**config.mk**
```make
export PLATFORM = sky130hd
export DESIGN_NAME = hazard_ctrl_flat
export DESIGN_NICKNAME = d
export VERILOG_FILES = /design/src/rtl/hazard_ctrl_if.sv /design/src/rtl/hazard_ctrl.sv /design/src/flat_wrapper.sv
export SDC_FILE = /design/constraint.sdc
export NUM_CORES = 1
export LEC_CHECK = 0
export ABC_AREA = 1
export ABC_CLOCK_PERIOD_IN_PS = 2560
export CAP_MARGIN = 30
export CELL_PAD_IN_SITES_DETAIL_PLACEMENT = 1
export CELL_PAD_IN_SITES_GLOBAL_PLACEMENT = 1
export CORE_MARGIN = 1
export CORE_UTILIZATION = 19
export DETAILED_ROUTE_END_ITERATION = 6
export PLACE_DENSITY = 0.95
export SYNTH_ARGS = -nofsm -noshare
export SYNTH_HDL_FRONTEND = slang
export SYNTH_SLANG_ARGS = --single-unit
```
**constraint.sdc**
```tcl
create_clock -name clk_i -period 2.56 [get_ports clk_i]
set_clock_uncertainty 0.1 [all_clocks]
set_input_delay 0.384 -clock clk_i [delete_from_list [all_inputs] [get_ports clk_i]]
set_output_delay 0.384 -clock clk_i [all_outputs]
set_load 0.01 [all_outputs]
```
**src/rtl/hazard_ctrl_if.sv**
```systemverilog
// Hazard/forwarding bundle between the D/E/M/W pipeline and hazard_ctrl.
// slave = controller side, master = pipeline side.
interface hazard_ctrl_if #(
  parameter int DATA_W = 32,
  parameter int ADDR_W = 5
);
  logic [ADDR_W-1:0] RsAddrD, RtAddrD;
  logic [ADDR_W-1:0] RsAddrE, RtAddrE;
  logic [DATA_W-1:0] RsDataE, RtDataE;
  logic [ADDR_W-1:0] RAddrE;
  logic              MemReadE, MULOpE, BranchTakenE;
  logic              RegWriteM;
  logic [ADDR_W-1:0] RAddrM;
  logic [DATA_W-1:0] ALUDataM;
  logic              RegWriteW;
  logic [ADDR_W-1:0] RAddrW;
  logic [DATA_W-1:0] RDataW;
  logic [DATA_W-1:0] A, B;
  logic [1:0]        ForwardA, ForwardB;
  logic              StallF, StallD, StallE;
  logic              FlushD, FlushE, FlushM;
  logic              MulBusy;
  logic [31:0]       StallCount, FlushCount;

  modport slave (
    input  RsAddrD, RtAddrD, RsAddrE, RtAddrE, RsDataE, RtDataE, RAddrE,
           MemReadE, MULOpE, BranchTakenE, RegWriteM, RAddrM, ALUDataM,
           RegWriteW, RAddrW, RDataW,
    output A, B, ForwardA, ForwardB, StallF, StallD, StallE,
           FlushD, FlushE, FlushM, MulBusy, StallCount, FlushCount
  );

  modport master (
    output RsAddrD, RtAddrD, RsAddrE, RtAddrE, RsDataE, RtDataE, RAddrE,
           MemReadE, MULOpE, BranchTakenE, RegWriteM, RAddrM, ALUDataM,
           RegWriteW, RAddrW, RDataW,
    input  A, B, ForwardA, ForwardB, StallF, StallD, StallE,
           FlushD, FlushE, FlushM, MulBusy, StallCount, FlushCount
  );
endinterface

```
**src/rtl/hazard_ctrl.sv**
```systemverilog
// Forwarding, load-use, branch-flush and multicycle-multiply stall control.
// Define HAZARD_STATS_EN to build the saturating stall/flush counters.
module hazard_ctrl #(
  parameter int DATA_W  = 32,
  parameter int ADDR_W  = 5,
  parameter int MUL_LAT = 4
) (
  input  logic         clk_i,
  input  logic         rst_i,
  hazard_ctrl_if.slave hz
);
  typedef enum logic {IDLE, MUL_BUSY} state_e;

  localparam logic [3:0] LAST = 4'(MUL_LAT - 1);

  state_e     state_q, state_d;
  logic [3:0] cnt_q, cnt_d;
  logic       mul_stall, lu;
  logic [1:0] fwd_a, fwd_b;

  function automatic logic [1:0] fwd_sel(input logic [ADDR_W-1:0] src,
                                         input logic wr_m, input logic [ADDR_W-1:0] rd_m,
                                         input logic wr_w, input logic [ADDR_W-1:0] rd_w);
    if (wr_m && rd_m != '0 && rd_m == src)      return 2'b10;
    else if (wr_w && rd_w != '0 && rd_w == src) return 2'b01;
    else                                        return 2'b00;
  endfunction

  always_ff @(posedge clk_i) begin
    if (rst_i) begin
      state_q <= IDLE;
      cnt_q   <= '0;
    end else begin
      state_q <= state_d;
      cnt_q   <= cnt_d;
    end
  end

  // The final residency cycle (cnt==LAST) does not stall; the MULOp leaves E on that edge.
  always_comb begin
    state_d   = state_q;
    cnt_d     = cnt_q;
    mul_stall = hz.MULOpE && (cnt_q != LAST);
    case (state_q)
      IDLE: begin
        if (mul_stall) begin
          cnt_d   = cnt_q + 4'd1;
          state_d = MUL_BUSY;
        end
      end
      MUL_BUSY: begin
        if (!hz.MULOpE || cnt_q == LAST) begin
          cnt_d   = '0;
          state_d = IDLE;
        end else begin
          cnt_d   = cnt_q + 4'd1;
        end
      end
      default: begin
        cnt_d   = '0;
        state_d = IDLE;
      end
    endcase
  end

  assign lu = hz.MemReadE && hz.RAddrE != '0 &&
              (hz.RAddrE == hz.RsAddrD || hz.RAddrE == hz.RtAddrD);

  always_comb begin
    fwd_a = fwd_sel(hz.RsAddrE, hz.RegWriteM, hz.RAddrM, hz.RegWriteW, hz.RAddrW);
    fwd_b = fwd_sel(hz.RtAddrE, hz.RegWriteM, hz.RAddrM, hz.RegWriteW, hz.RAddrW);
    if (rst_i) begin
      fwd_a = 2'b00;
      fwd_b = 2'b00;
    end
  end

  assign hz.ForwardA = fwd_a;
  assign hz.ForwardB = fwd_b;
  assign hz.A = (fwd_a == 2'b10) ? hz.ALUDataM : (fwd_a == 2'b01) ? hz.RDataW : hz.RsDataE;
  assign hz.B = (fwd_b == 2'b10) ? hz.ALUDataM : (fwd_b == 2'b01) ? hz.RDataW : hz.RtDataE;

  // Priority: multiply stall > taken branch > load-use.
  assign hz.StallF  = !rst_i && (mul_stall || (!hz.BranchTakenE && lu));
  assign hz.StallD  = !rst_i && (mul_stall || (!hz.BranchTakenE && lu));
  assign hz.StallE  = !rst_i && mul_stall;
  assign hz.FlushM  = !rst_i && mul_stall;
  assign hz.MulBusy = !rst_i && mul_stall;
  assign hz.FlushD  = !rst_i && !mul_stall && hz.BranchTakenE;
  assign hz.FlushE  = !rst_i && !mul_stall && (hz.BranchTakenE || lu);

`ifdef HAZARD_STATS_EN
  logic [31:0] stall_cnt_q, flush_cnt_q;

  always_ff @(posedge clk_i) begin
    if (rst_i) begin
      stall_cnt_q <= '0;
      flush_cnt_q <= '0;
    end else begin
      if (hz.StallF && stall_cnt_q != '1) stall_cnt_q <= stall_cnt_q + 32'd1;
      if ((hz.FlushD || hz.FlushE || hz.FlushM) && flush_cnt_q != '1)
        flush_cnt_q <= flush_cnt_q + 32'd1;
    end
  end

  assign hz.StallCount = stall_cnt_q;
  assign hz.FlushCount = flush_cnt_q;
`else
  assign hz.StallCount = '0;
  assign hz.FlushCount = '0;
`endif
endmodule

```
**src/flat_wrapper.sv**
```systemverilog
// flat-port wrapper written by rule: the top's interface ports become plain ports
module hazard_ctrl_flat 
#(
  parameter int DATA_W  = 32,
  parameter int ADDR_W  = 5,
  parameter int MUL_LAT = 4
)
  (clk_i, rst_i, hz_RsAddrD, hz_RtAddrD, hz_RsAddrE, hz_RtAddrE, hz_RsDataE, hz_RtDataE, hz_RAddrE, hz_MemReadE, hz_MULOpE, hz_BranchTakenE, hz_RegWriteM, hz_RAddrM, hz_ALUDataM, hz_RegWriteW, hz_RAddrW, hz_RDataW, hz_A, hz_B, hz_ForwardA, hz_ForwardB, hz_StallF, hz_StallD, hz_StallE, hz_FlushD, hz_FlushE, hz_FlushM, hz_MulBusy, hz_StallCount, hz_FlushCount);
  hazard_ctrl_if #(.DATA_W(DATA_W), .ADDR_W(ADDR_W)) hz_i ();
  input  logic clk_i;
  input  logic rst_i;
  input wire logic [$bits(hz_i.RsAddrD)-1:0] hz_RsAddrD;
  input wire logic [$bits(hz_i.RtAddrD)-1:0] hz_RtAddrD;
  input wire logic [$bits(hz_i.RsAddrE)-1:0] hz_RsAddrE;
  input wire logic [$bits(hz_i.RtAddrE)-1:0] hz_RtAddrE;
  input wire logic [$bits(hz_i.RsDataE)-1:0] hz_RsDataE;
  input wire logic [$bits(hz_i.RtDataE)-1:0] hz_RtDataE;
  input wire logic [$bits(hz_i.RAddrE)-1:0] hz_RAddrE;
  input wire logic [$bits(hz_i.MemReadE)-1:0] hz_MemReadE;
  input wire logic [$bits(hz_i.MULOpE)-1:0] hz_MULOpE;
  input wire logic [$bits(hz_i.BranchTakenE)-1:0] hz_BranchTakenE;
  input wire logic [$bits(hz_i.RegWriteM)-1:0] hz_RegWriteM;
  input wire logic [$bits(hz_i.RAddrM)-1:0] hz_RAddrM;
  input wire logic [$bits(hz_i.ALUDataM)-1:0] hz_ALUDataM;
  input wire logic [$bits(hz_i.RegWriteW)-1:0] hz_RegWriteW;
  input wire logic [$bits(hz_i.RAddrW)-1:0] hz_RAddrW;
  input wire logic [$bits(hz_i.RDataW)-1:0] hz_RDataW;
  output wire logic [$bits(hz_i.A)-1:0] hz_A;
  output wire logic [$bits(hz_i.B)-1:0] hz_B;
  output wire logic [$bits(hz_i.ForwardA)-1:0] hz_ForwardA;
  output wire logic [$bits(hz_i.ForwardB)-1:0] hz_ForwardB;
  output wire logic [$bits(hz_i.StallF)-1:0] hz_StallF;
  output wire logic [$bits(hz_i.StallD)-1:0] hz_StallD;
  output wire logic [$bits(hz_i.StallE)-1:0] hz_StallE;
  output wire logic [$bits(hz_i.FlushD)-1:0] hz_FlushD;
  output wire logic [$bits(hz_i.FlushE)-1:0] hz_FlushE;
  output wire logic [$bits(hz_i.FlushM)-1:0] hz_FlushM;
  output wire logic [$bits(hz_i.MulBusy)-1:0] hz_MulBusy;
  output wire logic [$bits(hz_i.StallCount)-1:0] hz_StallCount;
  output wire logic [$bits(hz_i.FlushCount)-1:0] hz_FlushCount;
  assign hz_i.RsAddrD = hz_RsAddrD;
  assign hz_i.RtAddrD = hz_RtAddrD;
  assign hz_i.RsAddrE = hz_RsAddrE;
  assign hz_i.RtAddrE = hz_RtAddrE;
  assign hz_i.RsDataE = hz_RsDataE;
  assign hz_i.RtDataE = hz_RtDataE;
  assign hz_i.RAddrE = hz_RAddrE;
  assign hz_i.MemReadE = hz_MemReadE;
  assign hz_i.MULOpE = hz_MULOpE;
  assign hz_i.BranchTakenE = hz_BranchTakenE;
  assign hz_i.RegWriteM = hz_RegWriteM;
  assign hz_i.RAddrM = hz_RAddrM;
  assign hz_i.ALUDataM = hz_ALUDataM;
  assign hz_i.RegWriteW = hz_RegWriteW;
  assign hz_i.RAddrW = hz_RAddrW;
  assign hz_i.RDataW = hz_RDataW;
  assign hz_A = hz_i.A;
  assign hz_B = hz_i.B;
  assign hz_ForwardA = hz_i.ForwardA;
  assign hz_ForwardB = hz_i.ForwardB;
  assign hz_StallF = hz_i.StallF;
  assign hz_StallD = hz_i.StallD;
  assign hz_StallE = hz_i.StallE;
  assign hz_FlushD = hz_i.FlushD;
  assign hz_FlushE = hz_i.FlushE;
  assign hz_FlushM = hz_i.FlushM;
  assign hz_MulBusy = hz_i.MulBusy;
  assign hz_StallCount = hz_i.StallCount;
  assign hz_FlushCount = hz_i.FlushCount;
  hazard_ctrl #(.DATA_W(DATA_W), .ADDR_W(ADDR_W), .MUL_LAT(MUL_LAT)) u_core (.clk_i(clk_i), .rst_i(rst_i), .hz(hz_i));
endmodule
```
==> run_results.csv <==
group,metric,value,unit
floorplan,core_area,15400,um^2
global_routing,grt_max_degree,25,
global_routing,met1_usage,20.9,%
layout,n_fill_cell,1981,
placement,placed_area,5650,um^2
synth,synth_compound_gate_area_share,1.74,%
sta,setup_violations,0,
sta,hold_violations,0,
global_routing,top_usage_layer,"met2",
critical_path,critPathLaunchType,"primary input",
clock_network,cts_tree,"done",
synth,synth.top_cell.area_share,25.6,%
placement,gp_congestion,0.814,
sta,clock.fmax,403,MHz
clock_network,cts_max_level,1,
clock_network,path_clk_slew,0.04,ns
synth,ys_types,27,
synth,synth_xor_area_share,4.05,%
pwr,power.leakage,2.92,nW
global_routing,grt.met2_usage,39.4,%
synth,synthAdderAreaFrac,0.413,%
worst_hold_path,hold_path.class,"reg2reg",
pwr,comb_power_share,67.3,%
global_routing,grtUsageTotal,19.7,%
placement,port-buffer-count,244,
pwr,p_per_area,183,nW/um^2
synth,synth_area_leaders,"nand3_1 26%, buf_4 19%, nand3_2 17%",
synth,synth_top_cell_by_area,"nand3_1",
synth,synth_mux_area_share,0,%
layout,diodes,0,
placement,dp_hpwl,13.3,mm
detailed_routing,drc,0,
clock_network,cts_root_buffer,"clkbuf_16",
pwr,power_frac_seq,7.9,%
detailed_routing,vias_per_cell,4.46,
critical_path,crit_path_end_kind,"primary output",
synth,netlist_area,3030,um^2
layout,final_common_cell,"nand3_1",
synth,synthSimpleGateAreaFrac,62.9,%
clock_network,insertion_delay,0.23,ns
critical_path,critPathKind,"in2out",
layout,fin_nets,957,
critical_path,cp_max_fo,8,
synth,synthCells,516,
detailed_routing,dr.first_iter.drc_count,170,
layout,mostFrequentLayoutCells,"152 x nand3_1, 151 x clkdlybuf4s50_1, 113 x nand2_1",
pwr,power_frac_clock,24.8,%
global_routing,antenna_found_initial,0,
synth,syn-mean-instance-area,5.87,um^2
floorplan,num_io_pins,309,
sta,hold_ws,0.403,ns
sta,fin_crit_sh,97.0,%
layout,synthToLayoutAreaGrowth,95.2,%
detailed_routing,firstDrtPassIters,4,
critical_path,arrival,2.00,ns
critical_path,cp_data_required_time,2.08,ns
synth,synth.ff_latch_count,5,
detailed_routing,drtAntennaViolNets,0,
clock_network,cts.path.max_buffers,2,
global_routing,grt_overflow,0,
pwr,power_switching,0.399,mW
clock_network,clock-sinks,5,
floorplan,start_util,19.7,%
floorplan,dieArea,16400,um^2
clock_network,cts_buffers,3,
pwr,p_sw_share,37.0,%
synth,ys_warn_count,0,
layout,stdcell_area,5910,um^2
synth,synth_top_family_by_area,"simple AND/OR/NAND/NOR gates",
flow_run,max_cap_violations,0,
pwr,ir_drop,0.000344,V
detailed_routing,wl,17.3,mm
synth,ys_seq_area_share,3.31,%
status,outcome,"completed",
detailed_routing,routedWlPerCell,17.4,um
global_routing,use_met3,3.71,%
floorplan,fp.dieW,128,um
floorplan,die_height,128,um
sta,slew_violations,0,
sta,min_period,2.48,ns
global_routing,grt_pass1_vias,4629,
floorplan,row_count,45,
detailed_routing,num_vias,4442,
layout,drive_above_1_share,26.1,%
global_routing,grt_pass1_wl,25.0,mm
pwr,p_int,0.680,mW
==> metal layers <==
layer	vias up	part of all wire [%]	wire, um
met3	22	8.2	1420
li1	2122	-	-
met1	2073	37	6360
met2	225	54	9270
met5	-	0	0
met4	0	1.4	241
==> repair_timing <==
| action | in CTS | in global routing |
|---|---|---|
| cloned | 4 | 1 |
| hold buffers | 0 | 0 |
| pin swaps | 11 | 12 |
| resized for setup | 197 | 95 |
| buffers inserted | 13 | 5 |
| setup endpoints to repair | 72 | 67 |
==> stage by stage <==
step | std cells | total power [mW] | setup slack (ns) | util (%) | setup TNS (ns)
after detailed placement | 969 | 0.845 | -0.569 | 36.8 | -31.52
after global routing | 996 | 1.14 | -0.0175 | 38.5 | -0.0931
after global placement | 969 | 0.833 | -0.494 | 36.8 | -28.00
after floorplan | 579 | 0.415 | 0.698 | - | 0
after CTS | 990 | 1.07 | 0.00195 | 38.4 | 0
final | 996 | 1.08 | 0.0766 | 38.5 | 0
==> cell usage after synthesis <==
library cell and number:
buf_4 76, buf_2 13, o21ai_2 1, ha_1 1, a2bb2oi_1 1, buf_1 2
conb_1 1, nand2_4 2, nor3_1 1, nand2_1 115, buf_6 6, xnor2_1 6
nand2_2 2, nor2_1 24, o21ai_0 5, inv_2 6, nand4_1 1, nor2_4 2
nand3_2 51, or2_2 1, nand3_1 155, inv_1 26, nor2_2 2, xor2_1 8
nor3_2 1, dfxtp_1 5, a21oi_1 2
==> registers in the layout, summed over array words and instances (netlist names) <==
register and flops:
u_core.cnt_q 4, u_core.state_q 1
==> critical path, stage by stage <==
cell,delay [ns]
dlygate4sd2_1,0.25
inv_2,0.10
nand2_1,0.08
nor2_2,0.12
nand3_2,0.12
nor2_4,0.16
buf_6,0.12
nand2_4,0.06
buf_12,0.15
buf_8,0.14
nand3_1,0.07
nand3_1,0.09
buf_2,0.15
==> final cells by class <==
class | instances | area [um^2] | area share (%)
Timing Repair Buffer | 299 | 2910 | 49.2
Multi-Input combinational cell | 445 | 2430 | 41.1
Tap cell | 211 | 264 | 4.47
Inverter | 32 | 128 | 2.16
Sequential cell | 5 | 100 | 1.69
Clock buffer | 4 | 78.8 | 1.33
==> path summary, 6_finish.rpt <==
check	from	to	slack (ns)	cells past startpoint
hold reg to reg	u_core.cnt_q[1]	u_core.cnt_q[1]	0.40	2
setup / recovery	rst_i	hz_B[1]	0.08	13
hold / removal	u_core.cnt_q[1]	u_core.cnt_q[1]	0.40	2
setup reg to reg	u_core.cnt_q[0]	u_core.cnt_q[2]	0.82	9
==> power groups by stage <==
stage | logic [mW] | clock network, mW | registers [mW]
after global routing | 0.781 | 0.273 | 0.0856
after global placement | 0.747 | 0 | 0.0858
final | 0.726 | 0.268 | 0.0851
after detailed placement | 0.759 | 0 | 0.0862
after CTS | 0.721 | 0.267 | 0.0852
after floorplan | 0.330 | 0 | 0.0853
==> cells by family (layout without fill, tap and decap cells) <==
group,Yosys count,count (layout)
buf+inv,129,335
simple gates,357,357
fa+ha+maj,1,1
compound gates,9,9
flops,5,5
other cells,1,64
xor+xnor,14,14
No activity file was read; power rests on OpenSTA's default activity.
